==> src/rtl/ones_pkg.sv <==
// Shared definitions for the ones-count / thermometer-expand datapath pair.
package ones_pkg;

   localparam int W_DEF = 30;

   typedef enum logic [1:0] {IDLE, FILL, DONE} oe_state_t;

endpackage

==> src/rtl/Counter.sv <==
// Library up/down counter with synchronous clear and parallel load.
module Counter #(
   parameter int WIDTH = 8
) (
   input  logic             clk,
   input  logic             reset_L,
   input  logic             clr_i,
   input  logic             load_i,
   input  logic [WIDTH-1:0] load_val_i,
   input  logic             en_i,
   input  logic             up_i,
   output logic [WIDTH-1:0] cnt_o
);

   logic [WIDTH-1:0] cnt_q;

   // Clear wins over load, load wins over counting.
   always_ff @(posedge clk or negedge reset_L) begin
      if (!reset_L)    cnt_q <= '0;
      else if (clr_i)  cnt_q <= '0;
      else if (load_i) cnt_q <= load_val_i;
      else if (en_i)   cnt_q <= up_i ? cnt_q + WIDTH'(1) : cnt_q - WIDTH'(1);
   end

   assign cnt_o = cnt_q;

endmodule

==> src/rtl/MagComp.sv <==
// Library unsigned magnitude comparator.
module MagComp #(
   parameter int WIDTH = 8
) (
   input  logic [WIDTH-1:0] a_i,
   input  logic [WIDTH-1:0] b_i,
   output logic             gt_o,
   output logic             eq_o
);

   assign gt_o = (a_i > b_i);
   assign eq_o = (a_i == b_i);

endmodule

==> src/rtl/ShiftRegister.sv <==
// Library right-shift register: serial input enters at the MSB.
module ShiftRegister #(
   parameter int WIDTH = 8
) (
   input  logic             clk,
   input  logic             reset_L,
   input  logic             clr_i,
   input  logic             en_i,
   input  logic             din_i,
   output logic [WIDTH-1:0] q_o
);

   logic [WIDTH-1:0] q_q;

   always_ff @(posedge clk or negedge reset_L) begin
      if (!reset_L)   q_q <= '0;
      else if (clr_i) q_q <= '0;
      else if (en_i)  q_q <= {din_i, q_q[WIDTH-1:1]};
   end

   assign q_o = q_q;

endmodule

==> src/rtl/ones_expand.sv <==
// Serial thermometer builder: turns a count n into a W-bit word (1<<n)-1,
// shifting one bit per clock so the word appears W edges after accept.
module ones_expand
   import ones_pkg::*;
#(
   parameter int W  = W_DEF,
   parameter int CW = $clog2(W+1)
) (
   input  logic          clk,
   input  logic          reset_L,
   input  logic          count_ready,
   input  logic [CW-1:0] count,
   output logic          busy,
   output logic          word_ready,
   output logic [W-1:0]  d_out,
   output logic          err
);

   localparam logic [CW-1:0] W_C    = CW'(W);
   localparam logic [CW-1:0] LAST_C = CW'(W-1);

   oe_state_t state_q, state_d;

   logic          accept, filling, ins, last;
   logic          cnt_gt, cnt_eq, bc_gt, bc_eq;
   logic [CW-1:0] rem_q, bitcnt_q, rem_load;
   logic [W-1:0]  sr_q, sr_nxt;
   logic [W-1:0]  d_out_q;
   logic          err_q;
   logic          unused_sr_lsb;

   assign filling = (state_q == FILL);
   assign accept  = count_ready && !filling;
   assign ins     = (rem_q != '0);

   MagComp #(.WIDTH(CW)) u_cnt_cmp (
      .a_i  (count),
      .b_i  (W_C),
      .gt_o (cnt_gt),
      .eq_o (cnt_eq)
   );

   // Requests above W saturate to a full word.
   assign rem_load = (cnt_gt || cnt_eq) ? W_C : count;

   Counter #(.WIDTH(CW)) u_rem (
      .clk        (clk),
      .reset_L    (reset_L),
      .clr_i      (1'b0),
      .load_i     (accept),
      .load_val_i (rem_load),
      .en_i       (filling && ins),
      .up_i       (1'b0),
      .cnt_o      (rem_q)
   );

   Counter #(.WIDTH(CW)) u_bitcnt (
      .clk        (clk),
      .reset_L    (reset_L),
      .clr_i      (accept),
      .load_i     (1'b0),
      .load_val_i ('0),
      .en_i       (filling),
      .up_i       (1'b1),
      .cnt_o      (bitcnt_q)
   );

   MagComp #(.WIDTH(CW)) u_last_cmp (
      .a_i  (bitcnt_q),
      .b_i  (LAST_C),
      .gt_o (bc_gt),
      .eq_o (bc_eq)
   );

   // bitcnt stops at W-1 while filling, so >= is the same test as ==.
   assign last = bc_eq || bc_gt;

   ShiftRegister #(.WIDTH(W)) u_sr (
      .clk     (clk),
      .reset_L (reset_L),
      .clr_i   (accept),
      .en_i    (filling),
      .din_i   (ins),
      .q_o     (sr_q)
   );

   // The LSB is the cleared seed bit; it is shifted out on the final edge.
   assign sr_nxt        = {ins, sr_q[W-1:1]};
   assign unused_sr_lsb = sr_q[0];

   always_ff @(posedge clk or negedge reset_L) begin
      if (!reset_L) state_q <= IDLE;
      else          state_q <= state_d;
   end

   always_comb begin
      state_d = state_q;
      case (state_q)
         IDLE, DONE: state_d = accept ? FILL : IDLE;
         FILL:       state_d = last ? DONE : FILL;
         default:    state_d = IDLE;
      endcase
   end

   always_ff @(posedge clk or negedge reset_L) begin
      if (!reset_L) begin
         d_out_q <= '0;
         err_q   <= 1'b0;
      end else begin
         if (filling && last) d_out_q <= sr_nxt;
         if (accept)          err_q   <= cnt_gt;
      end
   end

   assign busy       = filling;
   assign word_ready = (state_q == DONE);
   assign d_out      = d_out_q;
   assign err        = err_q;

endmodule

==> config.mk <==
export PLATFORM = sky130hd
export DESIGN_NAME = ones_expand
export DESIGN_NICKNAME = d
export VERILOG_FILES = /design/src/rtl/ones_pkg.sv /design/src/rtl/Counter.sv /design/src/rtl/MagComp.sv /design/src/rtl/ShiftRegister.sv /design/src/rtl/ones_expand.sv
export SDC_FILE = /design/constraint.sdc
export NUM_CORES = 1
export LEC_CHECK = 0
export ABC_AREA = 0
export BUFFER_PORTS_ARGS = -buffer_cell sky130_fd_sc_hd__buf_2
export CAP_MARGIN = 10
export CORE_AREA = 4 4 88 90
export CTS_CLUSTER_SIZE = 30
export DETAILED_ROUTE_END_ITERATION = 10
export DIE_AREA = 0 0 92 94
export PLACE_DENSITY_LB_ADDON = 0.1
export SYNTH_ARGS = -nofsm -noshare
export SYNTH_HDL_FRONTEND = slang
export SYNTH_SLANG_ARGS = --single-unit
==> constraint.sdc <==
create_clock -name clk -period 3.7 [get_ports clk]
set_clock_uncertainty 0.1 [all_clocks]
set_input_delay 0.555 -clock clk [delete_from_list [all_inputs] [get_ports clk]]
set_output_delay 0.555 -clock clk [all_outputs]
set_load 0.1 [all_outputs]
==> impl_metrics.env <==
export IMPL_gp_congestion=0.720
export IMPL_vias_per_cell=4.84
export IMPL_wl_um=5260
export IMPL_maxSlewHeadroom=0.409
export IMPL_die_w_um=92
export IMPL_clkSinkCount=72
export IMPL_hold_viol_final=0
export IMPL_cts_tree="done"
export IMPL_fmax_mhz=355
export IMPL_period_share=0.760
export IMPL_route_vias_total=1966
export IMPL_grt_total_usage=0.137
export IMPL_grt_max_degree=73
export IMPL_syn2layout_area_growth_pct=17.9
export IMPL_rsz0062_at_grt="false"
export IMPL_finalSetupViolCount=0
export IMPL_drv_slew=0
export IMPL_tightest_slew_ns=0.887
export IMPL_cts_made_buffers=9
export IMPL_r2r_end="u_rem.cnt_o[1]$_DFFE_PN0P_"
export IMPL_die_height_um=94
export IMPL_cap_violations=0
export IMPL_ys_seq_area_frac=0.613
export IMPL_startpoint="state_q[1]$_DFF_PN0_"
export IMPL_path_max_fanout=40
export IMPL_avgSynthCellArea_sq_um=11.2
export IMPL_holdBufCountCts=0
export IMPL_path_buf_inv=2
export IMPL_grt_pass1_wl_um=9250
export IMPL_post_cts_setup_buffers=0
export IMPL_cp_top_family="buffers and inverters"
export IMPL_cts_resized=0
export IMPL_drt_initial_drc_count=43
export IMPL_ant_nets=0
export IMPL_synth_top_area_cell="dfrtp_1"
export IMPL_hold_path_class="primary input to asynchronous set/reset pin"
export IMPL_drc=0
export IMPL_start_util=0.416
export IMPL_core_sq_um=7060
export IMPL_path_class="flip-flop to primary output"
export IMPL_ys_flop_type="dfrtp_1"
export IMPL_layout_min_cycle_time_ns=2.81
export IMPL_outcome="finished, final reports clean"
export IMPL_cp_slowest_stage_delay_ns=0.55
export IMPL_wl_per_cell_um=13.0
export IMPL_worstPathArrival_ns=2.16
export IMPL_crit_chain="nand2b_4, inv_2, buf_2"
export IMPL_antenna_cells=0
export IMPL_synthTopCellsByArea="dfrtp_1 (61%), mux2_2 (11%), nand2_1 (8.4%), nand3_1 (6.1%), o21ai_0 (1.9%)"
export IMPL_clk_path_buf_depth=2
export IMPL_grt_pass1_vias=1928
export IMPL_worstPathRequired_ns=3.04
export IMPL_r2r_start="state_q[0]$_DFF_PN0_"
export IMPL_regToRegSetupSlack_ns=1.46
export IMPL_placement_rows=31
export IMPL_antenna_found_initial=0
export IMPL_firstDrtPassIters=4
export IMPL_yosys_cell_types_count=29
export IMPL_clk_pin_slew_ns=0.07
export IMPL_die_area_sq_um=8650
export IMPL_final_net_count=313
export IMPL_dpl_hpwl_um=3180
export IMPL_final_area_sq_um=3460
export IMPL_ys_warn_count=0
export IMPL_clock_root_buffer="clkbuf_8"
export IMPL_pin_count=41
export IMPL_synthCells=262
export IMPL_ys_ff_latch=72
export IMPL_fin_setup_tns_ns=0
export IMPL_r2r_cells=5
export IMPL_crit_cells=3
export IMPL_clk_insertion_delay_late_ns=0.34
export IMPL_post_dp_cell_area_sq_um=3200
export IMPL_postSynth_asyncResetShare=1.00
export IMPL_syn_area_sq_um=2940
export IMPL_synth_nets=273
export IMPL_grt_overflow=0
export IMPL_port_buffers=40
export IMPL_htree_levels=3
export IMPL_cp_slowest_cell="inv_2"
export IMPL_synth_top_area_share=0.613
export IMPL_cp_start_kind="flip-flop"
export IMPL_synth_edf_count=0
export IMPL_critPathCaptureType="primary output"
export IMPL_final_layout_size_suffix_gt1_frac=0.296
worst reg2reg max path: cells and delay by family, from the launching register on:
kind	cells	cell delay [ns]
AO/OA/AOI/OAI	2	0.34
buffers and inverters	1	0.37
AND/OR/NAND/NOR	2	0.88
flip-flops	1	0.42
routing by layer:
layer  part of all wire  up-vias  track usage
li1                   -      965            -
met1               0.50      958        0.177
met2               0.45       35        0.212
met3              0.039        8       0.0313
met4              0.018        0       0.0780
met5                  0        -            0
cells by family after synthesis:
logic type / Yosys count / share of synthesized area
compound gates: 18 / 0.0362
simple gates: 119 / 0.186
flops: 72 / 0.613
xor+xnor: 3 / 0.00894
fa+ha+maj: 3 / 0.0128
mux: 29 / 0.111
buf+inv: 18 / 0.0324
Yosys cell counts, drive strengths merged (2+ instances only):
cell and number:
o21ai 11, a21oi 3, nor3 2, nor2 8
mux2 29, buf 10, xnor2 2, ha 3
inv 5, nand3 36, dfrtp 72, clkbuf 3
nand2 66
flip-flops by register name, indices dropped and copies added, names as in the netlist:
register,count
u_sr.q_o,29
u_rem.cnt_o,5
u_bitcnt.cnt_o,5
state_q,2
d_out,30
err,1
cell usage in the layout (no fill, tap or decap), types with 4 or more instances in the layout:
cell type / n
nand2_1: 66
clkbuf_8: 9
mux2_2: 29
bufinv_16: 4
buf_2: 39
inv_1: 4
nor2_1: 8
dfrtp_1: 72
nand3_1: 36
o21ai_0: 11
worst max-delay path by stage:
stage / slack [ns] / end
6_report: 0.89 / busy
3_3_place_gp: 1.25 / busy
5_1_grt: 0.72 / busy
4_1_cts: 0.85 / busy
3_5_place_dp: 1.25 / busy
2_1_floorplan: 1.30 / word_ready
area by class of cell:
cell class	instances	area, sq um
inverters	5	18.8
fillers	676	3590
repair buffers	42	218
flip-flops and latches	72	1800
well taps	99	124
clock buffers	11	131
multi-input cells	172	1040
clock inverters	5	129
per-stage QoR:
stage / setup WS (ns) / hold WS, ns / cells / utilization
2_1_floorplan: 1.30 / 0.159 / 262 / -
3_3_place_gp: 1.25 / 0.379 / 390 / 0.454
3_5_place_dp: 1.25 / 0.381 / 390 / 0.454
4_1_cts: 0.849 / 0.273 / 406 / 0.491
5_1_grt: 0.723 / 0.318 / 406 / 0.491
6_report: 0.887 / 0.248 / 406 / 0.491
Power is not shown: default switching activity piles up to over one toggle a cycle in this logic, so the estimate is an artifact.
